<file path="config.mk">
export PLATFORM = sky130hd
export DESIGN_NAME = fetch_unit
export DESIGN_NICKNAME = d
export VERILOG_FILES = /design/src/rtl/fetch_unit.sv
export SDC_FILE = /design/constraint.sdc
export NUM_CORES = 1
export LEC_CHECK = 0
export CAP_MARGIN = 20
export CORE_MARGIN = 2
export CORE_UTILIZATION = 35
export DETAILED_ROUTE_END_ITERATION = 7
export SYNTH_ARGS = -nofsm -noshare
export SYNTH_HDL_FRONTEND = slang
export SYNTH_SLANG_ARGS = --single-unit
</file>
<file path="constraint.sdc">
create_clock -name clk -period 5.1 [get_ports clk]
set_clock_uncertainty 0.1 [all_clocks]
set_input_delay 1.02 -clock clk [delete_from_list [all_inputs] [get_ports clk]]
set_output_delay 1.02 -clock clk [all_outputs]
set_load 0.02 [all_outputs]
</file>
<file path="src/rtl/fetch_unit.sv">
// rtl/fetch_unit.sv - single-outstanding instruction fetch FSM with branch redirect
// Optional feature macro: FETCH_MISALIGN_CHK_EN (misaligned-target trap to ERR state)
module fetch_unit #(
  parameter logic [31:0] RESET_PC = 32'h0000_0000
) (
  input  logic        clk,
  input  logic        rst,
  input  logic        PCsrc,
  input  logic [31:0] ImmOp,
  input  logic        stall,
  output logic        imem_req,
  output logic [31:0] imem_addr,
  input  logic [31:0] imem_rdata,
  input  logic        imem_ack,
  output logic [31:0] instr,
  output logic [31:0] instr_pc,
  output logic        instr_valid,
  output logic        fetch_err
);

  typedef enum logic [1:0] {IDLE, REQ, HOLD, ERR} state_t;

  state_t      state;
  logic [31:0] pc;
  logic [31:0] target;
  logic [31:0] next_pc;

  // Branch target or sequential successor of the held instruction, wrapping mod 2^32
  always_comb begin
    target = PCsrc ? (instr_pc + ImmOp) : (instr_pc + 32'd4);
`ifdef FETCH_MISALIGN_CHK_EN
    next_pc = target;
`else
    next_pc = target & ~32'h3;
`endif
  end

`ifdef FETCH_MISALIGN_CHK_EN
  logic err_q;
  assign fetch_err = err_q;
`else
  assign fetch_err = 1'b0;
`endif

  // Fetch sequencer: all outputs are registered and updated alongside the state
  always_ff @(posedge clk or posedge rst) begin
    if (rst) begin
      state       <= IDLE;
      pc          <= RESET_PC;
      imem_req    <= 1'b0;
      imem_addr   <= RESET_PC;
      instr       <= 32'h0;
      instr_pc    <= 32'h0;
      instr_valid <= 1'b0;
`ifdef FETCH_MISALIGN_CHK_EN
      err_q       <= 1'b0;
`endif
    end else begin
      case (state)
        IDLE: begin
          state     <= REQ;
          imem_req  <= 1'b1;
          imem_addr <= pc;
        end
        REQ: begin
          if (imem_ack) begin
            instr       <= imem_rdata;
            instr_pc    <= pc;
            instr_valid <= 1'b1;
            imem_req    <= 1'b0;
            state       <= HOLD;
          end
        end
        HOLD: begin
          if (!stall) begin
            instr_valid <= 1'b0;
`ifdef FETCH_MISALIGN_CHK_EN
            if (next_pc[1:0] != 2'b00) begin
              err_q <= 1'b1;
              state <= ERR;
            end else begin
              pc        <= next_pc;
              imem_addr <= next_pc;
              imem_req  <= 1'b1;
              state     <= REQ;
            end
`else
            pc        <= next_pc;
            imem_addr <= next_pc;
            imem_req  <= 1'b1;
            state     <= REQ;
`endif
          end
        end
        ERR: begin
          imem_req    <= 1'b0;
          instr_valid <= 1'b0;
          state       <= ERR;
        end
        default: state <= IDLE;
      endcase
    end
  end

endmodule

</file>
# ---- Yosys cells after proc, flatten, opt, wreduce, memory -nomap -nowiden
# Index checks and enable logic that the tools add are counted.
dict set report word_totals {
  word_cells 35
  inputBits 69
  output_inout_bits 99
  regBits 128
}
dict set report op_classes {
  bitwise 1
  n_mux 12
  eq_ne 5
  add_sub_neg 2
  n_reduce_logical 8
}
# cell count
set ops {}
lappend ops {{two-way mux 32 bit} 2}
lappend ops {{one-hot mux 32 bit (2 select lines)} 1}
lappend ops {{adder 32 x 3 -> 32 bit (second input constant)} 1}
lappend ops {{adder 32 bit} 1}
lappend ops {{one-hot mux 2 bit (4 select lines)} 1}
lappend ops {{AND reduction 2 bit} 4}
lappend ops {{== test 2 bit (second input constant)} 2}
lappend ops {{two-way mux 1 bit} 4}
lappend ops {{two-way mux 2 bit} 2}
lappend ops {{inequality test 2 bit (second input constant)} 2}
lappend ops {{one-hot mux 1 bit (4 select lines)} 1}
lappend ops {{one-hot mux 1 bit (3 select lines)} 1}
lappend ops {{AND reduction 3 bit} 1}
lappend ops {{nonzero test 3 bit} 1}
lappend ops {{== test 2 x 1 -> 1 bit (second input constant)} 1}
lappend ops {{logical NOT 2 bit} 1}
lappend ops {{nonzero test 2 bit} 1}
lappend ops {{NOT 1 bit} 1}

# ---- Depth between registers and ports, before layout
# Gate-level depths: netlist of run 1.
dict set report depth {
  depth_word 4
  depth_mapped 13
  depth_no_buf 12
}

# ---- Worst setup path before layout of run 1
# Ideal clock, no wire load.
dict set report synth_path {
  path_kind {input to register}
  start {input PCsrc}
  end {register imem_addr[30]}
  stages 13
  n_path_buf 3
  slack_ns 1.418
  setup_ns 0.156
  t_arrival_ns 3.426
  cell_sequence {clkbuf_1 > clkbuf_1 > and2_1 > ha_1 > clkbuf_1 > a21o_1 > a31oi_1 > and4b_1 > o31ai_1 > o31ai_2 > a221oi_2 > xor2_1 > a21oi_1}
}
dict set report synth_via {
  elab_chain_cells 3
}
# item line_no
set synth_rtl {}
lappend synth_rtl {{start, declared} 8} ;# input logic PCsrc,
lappend synth_rtl {{two-way mux 32 bit} 30} ;# target = PCsrc ? (instr_pc + ImmOp) : (instr_pc + 32'd4);
lappend synth_rtl {{two-way mux 32 bit} 75} ;# if (!stall) begin
lappend synth_rtl {{one-hot mux 32 bit (2 select lines)} 59} ;# case (state)
lappend synth_rtl {{end signal, assigned} 63} ;# imem_addr <= pc;
lappend synth_rtl {{end signal, assigned} 89} ;# imem_addr <= next_pc;
lappend synth_rtl {{end, declared} 12} ;# output logic [31:0] imem_addr,
# No other way between the ends. The select of a mux whose other input is x is not followed.
# A chain may end at the register's enable or synchronous reset.

# ---- Worst setup path in the final report of run 1
dict set report layout_path {
  start {input PCsrc}
  end {register pc[24]}
}
dict set report layout_via {
  elab_chain_cells 1
}
# item line_no
set layout_rtl {}
lappend layout_rtl {{two-way mux 32 bit} 30}
lappend layout_rtl {{end signal, assigned} 88} ;# pc <= next_pc;
lappend layout_rtl {{end, declared} 24} ;# logic [31:0] pc;
# No other way between the ends.

==> summary.md, run 1 <==
| Metric | Value |
|---|---|
| Maxcap violations | `0` |
| CTS tree | `built` |
| Distinct cells, synth | `55` |
| Clk_lat worst skew | `0.42 ns` |
| Crit Path Max Fanout | `4` |
| CP Capture Point | `pc[24]` |
| Top Ports | `168` |
| Syn Std Cell Area | `6620 um2` |
| FMAX | `0.242 GHz` |
| Post-synth EDFFs | `0` |
| Post-DP HPWL | `13.1 mm` |
| Final number of hold-violating endpoints | `0` |
| Clk slew on worst S/H paths | `0.05 ns` |
| Core area | `18,600 um2` |
| YS warnings | `0` |
| Final Net Count | `894` |
| Final Max Tran Viols | `0` |
| WL final | `18.4 mm` |
| Via count | `5,476` |
| Htree depth | `4` |
| DR pass1 iterations | `5` |
| Area grow syn2layout | `38.0%` |
| Slew @ Worst Pin | `1.10 ns` |
| Synth Register Bits | `126` |
| Largest net degree at the start of global routing | `127` |
| GP Congestion | `0.944` |
| Initial DRC Count | `338` |
| Post-Syn Instances | `638` |
| R2r setup slk | `1.81 ns` |
| Vias per cell | `5.26` |
| Lkg Pwr | `4.07 nW` |
| Post-CTS setup buffers | `0` |
| DRT antenna net count | `0` |
| Resize count post-CTS | `0` |
| Drt drc | `0` |
| Final Cycle Share | `0.811` |
| Max-slew headroom | `0.260` |
| CP startpoint kind | `input pin` |
| Die ar. | `20,000 um2` |
| RSZ-0062 raised after global routing | `no` |
| Die Y | `142 um` |
| GRT Overall Usage | `0.189` |
| Port bufs | `160` |
| Reg2Reg Launch Point | `instr_pc[2]` |
| Setup TNS | `0 ns` |
| HP Class | `register to register` |
| CTS sink cnt | `126` |
| Post-synthesis sequential area ratio | `0.476` |
| Syn_area_per_cell | `10.4 um2` |
| CP arrival | `4.33 ns` |
| Share of layout cells above drive strength 1 | `0.144` |
| Number of diodes | `0` |
| R2r endpoint | `pc[24]` |
| CP startpoint | `PCsrc` |
| Initial antenna violation count | `0` |
| P per Cell Area | `601 nW/um2` |
| Die width | `142 um` |
| # rows | `50` |
| First-pass GRT wire length | `29.7 mm` |
| Final Critical Period | `4.13 ns` |
| Vias in the first global route | `5,595` |
| Status | `finished clean` |
| VDD IR-drop max | `0.292 mV` |
| Num CTS Buffers | `17` |
| GRT overflow | `0` |
| Initial Util | `0.355` |
| Main synth FF type | `dfrtp_1` |
| Drt wl/cell | `17.7 um` |
| Hold buffer count at CTS | `0` |
| Critical Path RT | `5.30 ns` |
| Type of element capturing the critical path | `register` |
| CTS root buf | `clkbuf_16` |
| Ys async rst share | `1.00` |
| Final setup vio count | `0` |
| Reg2Reg Depth | `11` |
| Clk buf depth | `2` |
| CP Class | `input pin to register` |
| Hold WS | `0.404 ns` |
[power by group]
| part | internal, W | switching (W) | total (W) |
|---|---|---|---|
| clock | 0.000915 | 0.000469 | 0.00138 |
| sequential | 0.00141 | 0.000353 | 0.00177 |
| combinational | 0.00115 | 0.00120 | 0.00234 |
| total | 0.00348 | 0.00202 | 0.00549 |
[layout by cell type (no fill, tap or decap), types with 8 or more instances in the layout]
| master | Yosys | layout |
|---|---|---|
| a21o_1 | 19 | 19 |
| a21oi_1 | 40 | 40 |
| a22oi_1 | 11 | 11 |
| and2_1 | 30 | 30 |
| buf_4 | 5 | 10 |
| clkbuf_16 | 0 | 17 |
| clkdlybuf4s50_1 | 0 | 160 |
| dfrtp_1 | 126 | 126 |
| ha_1 | 29 | 29 |
| inv_1 | 10 | 9 |
| mux2_2 | 64 | 64 |
| nand2_1 | 71 | 71 |
| nand3_1 | 9 | 8 |
| nor2_1 | 16 | 16 |
| o21ai_0 | 59 | 59 |
| o22ai_1 | 17 | 17 |
| xnor2_1 | 16 | 16 |
| xor2_1 | 13 | 13 |
[through the flow]
step / util / instances / area [um2] / setup WS (ns) / total power (W)
after detailed placement: 0.454 / 1010 / 8470 / 0.553 / 0.00412
after CTS: 0.490 / 1042 / 9140 / 0.988 / 0.00553
after global placement: 0.454 / 1010 / 8470 / 0.632 / 0.00407
after global routing: 0.490 / 1042 / 9140 / 0.757 / 0.00582
final: 0.490 / 1042 / 9140 / 0.966 / 0.00549
after floorplan: - / 642 / 6640 / 0.624 / 0.00311
[area by class of cell]
class | instances | area (um2)
clock buffer | 17 | 425
clock inverter | 15 | 244
fill | 1707 | 9510
inverter | 11 | 43.8
multi-input combinational | 468 | 3280
sequential | 126 | 3150
tap | 234 | 293
timing repair buffer | 171 | 1700
[how the worst min path moves through the flow]
stage	depth (start not counted)	startpoint	slack, ns	endpoint
after global placement	2	pc[20]	0.38	pc[20]
after floorplan	2	pc[2]	0.36	pc[2]
after CTS	1	instr[29]	0.41	instr[29]
final	2	imem_addr[25]	0.40	imem_addr[25]
after detailed placement	1	instr[29]	0.39	instr[29]
after global routing	1	instr[3]	0.43	instr[3]
[routing by layer]
layer | GRT usage | part of all wire
met1 | 0.242 | 0.44
met3 | 0.0564 | 0.066
met2 | 0.310 | 0.48
met5 | 0 | 0
met4 | 0.0579 | 0.013
[registers in the layout, indices dropped and copies added, names as in the netlist]
| name | count |
|---|---|
| imem_addr | 30 |
| imem_req | 1 |
| instr | 32 |
| instr_pc | 30 |
| instr_valid | 1 |
| pc | 30 |
| state | 2 |
[cells by family after synthesis]
family | count (synthesis) | synth area share
xor gates and xnor gates | 29 | 0.0384
adders and majority gates | 30 | 0.0578
other | 1 | 0.000566
muxes | 64 | 0.109
AOI/OAI and AO/OA | 189 | 0.179
and+or+nand+nor | 151 | 0.108
buffers and inverters | 48 | 0.0315
DFF | 126 | 0.476
[Yosys cell counts (3+ instances only)]
| cell type | n | area share |
|---|---|---|
| buf_4 | 5 | 0.0057 |
| nand3_1 | 9 | 0.0068 |
| dfrtp_1 | 126 | 0.48 |
| o21ai_0 | 59 | 0.045 |
| xor2_1 | 13 | 0.017 |
| inv_1 | 10 | 0.0057 |
| xnor2_1 | 16 | 0.021 |
| o22ai_1 | 17 | 0.016 |
| nor3_1 | 6 | 0.0045 |
| ha_1 | 29 | 0.055 |
| a21boi_0 | 3 | 0.0034 |
| nor2b_1 | 3 | 0.0028 |
| a31oi_1 | 6 | 0.0057 |
| nand2b_1 | 5 | 0.0047 |
| o31a_1 | 3 | 0.0040 |
| mux2_2 | 64 | 0.11 |
| o21ai_1 | 6 | 0.0045 |
| nand2_1 | 71 | 0.040 |
| nand4_1 | 3 | 0.0028 |
| and2_1 | 30 | 0.028 |
| clkbuf_1 | 28 | 0.016 |
| nor2_1 | 16 | 0.0091 |
| a22oi_1 | 11 | 0.012 |
| a22o_1 | 5 | 0.0066 |
| a21o_1 | 19 | 0.022 |
| a21oi_1 | 40 | 0.030 |
[worst max-delay path: stages]
cell,delay (ns)
clkdlybuf4s50_1,0.50
nand2b_1,0.14
ha_1,0.17
inv_1,0.05
fa_1,0.39
and2b_1,0.24
o2111ai_2,0.20
a2111oi_0,0.45
nor3_1,0.16
o22ai_1,0.38
a21boi_1,0.15
xnor2_1,0.18
mux2_2,0.28
(Power assumes the default switching activity.)
==> run 2: changes to the inputs <==
- clock period: 5.1 -> 3.7 ns (I/O delays scaled with it)
==> run 2 against run 1 <==
Effect of this change: wire length up 5.7%; largest cell class unchanged; critical path type unchanged; sequential power up 36%; via count up 5.2%; design area up 5.1%.
==> summary.md, run 2 (synthesis gave the netlist of run 1 again) <==
| Metric | Value |
|---|---|
| Sequential share of power | `0.321` |
| Met2 GRT Util | `0.331` |
| Htree depth | `4` |
| VDD IR-drop max | `0.426 mV` |
| Clk_lat worst skew | `0.42 ns` |
| GRT Overall Usage | `0.201` |
| FMAX | `0.282 GHz` |
| Clk network pwr share | `0.209` |
| Final Cycle Share | `0.958` |
| First-pass GRT wire length | `31.5 mm` |
| CP startpoint kind | `input pin` |
| HP Class | `register to register` |
| WL final | `19.5 mm` |
| Initial Util | `0.355` |
| Num CTS Buffers | `17` |
| Max-slew headroom | `0.465` |
| Most common cell after layout, fill and taps aside | `clkdlybuf4s50_1` |
| Hold buffer count at CTS | `0` |
| Top Ports | `168` |
| Port bufs | `160` |
| CP startpoint | `ImmOp[2]` |
| Final Critical Period | `3.54 ns` |
| Drt drc | `0` |
| Vias per cell | `5.21` |
| Initial antenna violation count | `0` |
| Die Y | `142 um` |
| R2r endpoint | `pc[22]` |
| Slew @ Worst Pin | `0.800 ns` |
| CP Class | `input pin to register` |
| CTS tree | `built` |
| Setup TNS | `0 ns` |
| R2r setup slk | `0.62 ns` |
| CP arrival | `3.74 ns` |
| Share of layout cells above drive strength 1 | `0.211` |
| Post-DP HPWL | `14.1 mm` |
| Vias in the first global route | `6,014` |
| Final Net Count | `958` |
| Number of flip-flops in the largest register | `32` |
| Met3 Use GR | `0.0597` |
| # rows | `50` |
| Clk buf depth | `2` |
| Core area | `18,600 um2` |
| Internal power | `0.00465 W` |
| Sw frac | `0.381` |
| Largest net degree at the start of global routing | `55` |
| Drt wl/cell | `17.6 um` |
| Final number of hold-violating endpoints | `0` |
| Lkg Pwr | `4.34 nW` |
| Via count | `5,763` |
| Initial DRC Count | `347` |
| Clk slew on worst S/H paths | `0.06 ns` |
| Grt met1 use | `0.255` |
| GRT overflow | `0` |
| Die width | `142 um` |
| Final Max Tran Viols | `0` |
| DR pass1 iterations | `5` |
| CTS sink cnt | `126` |
| Type of element capturing the critical path | `register` |
| Final setup vio count | `0` |
| Crit Path Max Fanout | `4` |
| Combinational share of power | `0.470` |
| Critical Path RT | `3.90 ns` |
| CTS root buf | `clkbuf_16` |
| Reg2Reg Launch Point | `instr_pc[2]` |
| GP Congestion | `0.929` |
| Grt peak-use layer | `met2` |
| NetSw | `0.00287 W` |
| Maxcap violations | `0` |
| RSZ-0062 raised after global routing | `no` |
| Area grow syn2layout | `45.0%` |
| DRT antenna net count | `0` |
| Number of diodes | `0` |
| P per Cell Area | `783 nW/um2` |
| Hold WS | `0.403 ns` |
| Most frequent cells in the layout | `159 x clkdlybuf4s50_1, 126 x dfrtp_1, 72 x buf_4` |
| Reg with most FFs | `instr` |
| CP Capture Point | `pc[22]` |
| Die ar. | `20,000 um2` |
| Reg2Reg Depth | `12` |
| Status | `finished clean` |
-- run 2: worst min-delay path by stage --
stage	cells past startpoint	startpoint	slack [ns]	end
floorplan	2	pc[2]	0.36	pc[2]
global placement	2	pc[21]	0.38	pc[21]
detailed placement	1	instr[27]	0.39	instr[27]
CTS	1	instr[19]	0.41	instr[19]
global route	1	instr[26]	0.41	instr[26]
finish	1	instr[26]	0.40	instr[26]
-- run 2: stage by stage --
| step | power [W] | util | setup slack, ns | cells | cell area, um2 |
|---|---|---|---|---|---|
| 2_1_floorplan | 0.00428 | - | 0.298 | 642 | 6640 |
| 6_report | 0.00752 | 0.515 | 0.157 | 1106 | 9600 |
| 4_1_cts | 0.00755 | 0.511 | 0.0610 | 1104 | 9530 |
| 3_3_place_gp | 0.00583 | 0.481 | -0.363 | 1072 | 8970 |
| 5_1_grt | 0.00799 | 0.515 | 0.0232 | 1106 | 9600 |
| 3_5_place_dp | 0.00593 | 0.481 | -0.466 | 1072 | 8970 |
-- run 2: critical path: stages --
cell,delay (ns)
clkdlybuf4s50_1,0.46
nand2b_1,0.10
ha_1,0.16
inv_1,0.05
fa_1,0.39
and2b_2,0.27
o2111ai_4,0.16
a2111oi_4,0.50
o31ai_4,0.15
buf_4,0.16
o211a_1,0.24
a21oi_2,0.12
xnor2_1,0.14
o21ai_0,0.10
-- run 2: repair_timing --
item / in CTS / in global routing
gates resized for setup: 1 / 9
buffers inserted: 0 / 2
setup endpoints to repair: 2 / 11
pin swaps: 0 / 2
-- run 2: final cells by class --
| cell class | count | area, um2 |
|---|---|---|
| Multi-Input combinational cell | 468 | 3350 |
| Clock buffer | 18 | 439 |
| Clock inverter | 14 | 121 |
| Fill cell | 1687 | 9040 |
| Sequential cell | 126 | 3150 |
| Timing Repair Buffer | 235 | 2200 |
| Inverter | 11 | 45.0 |
| Tap cell | 234 | 293 |
-- run 2: power by group through the flow --
stage / clock, W / sequential, W / combinational [W]
global route: 0.00167 / 0.00250 / 0.00383
floorplan: 0 / 0.00281 / 0.00148
finish: 0.00157 / 0.00241 / 0.00353
CTS: 0.00161 / 0.00242 / 0.00353
detailed placement: 0 / 0.00243 / 0.00350
global placement: 0 / 0.00239 / 0.00344
-- run 2: layer usage --
metal  routed length [um]  share of wire
met2                 9410           0.48
met3                 1190          0.061
met4                  333          0.017
met5                    0              0
met1                 8560           0.44
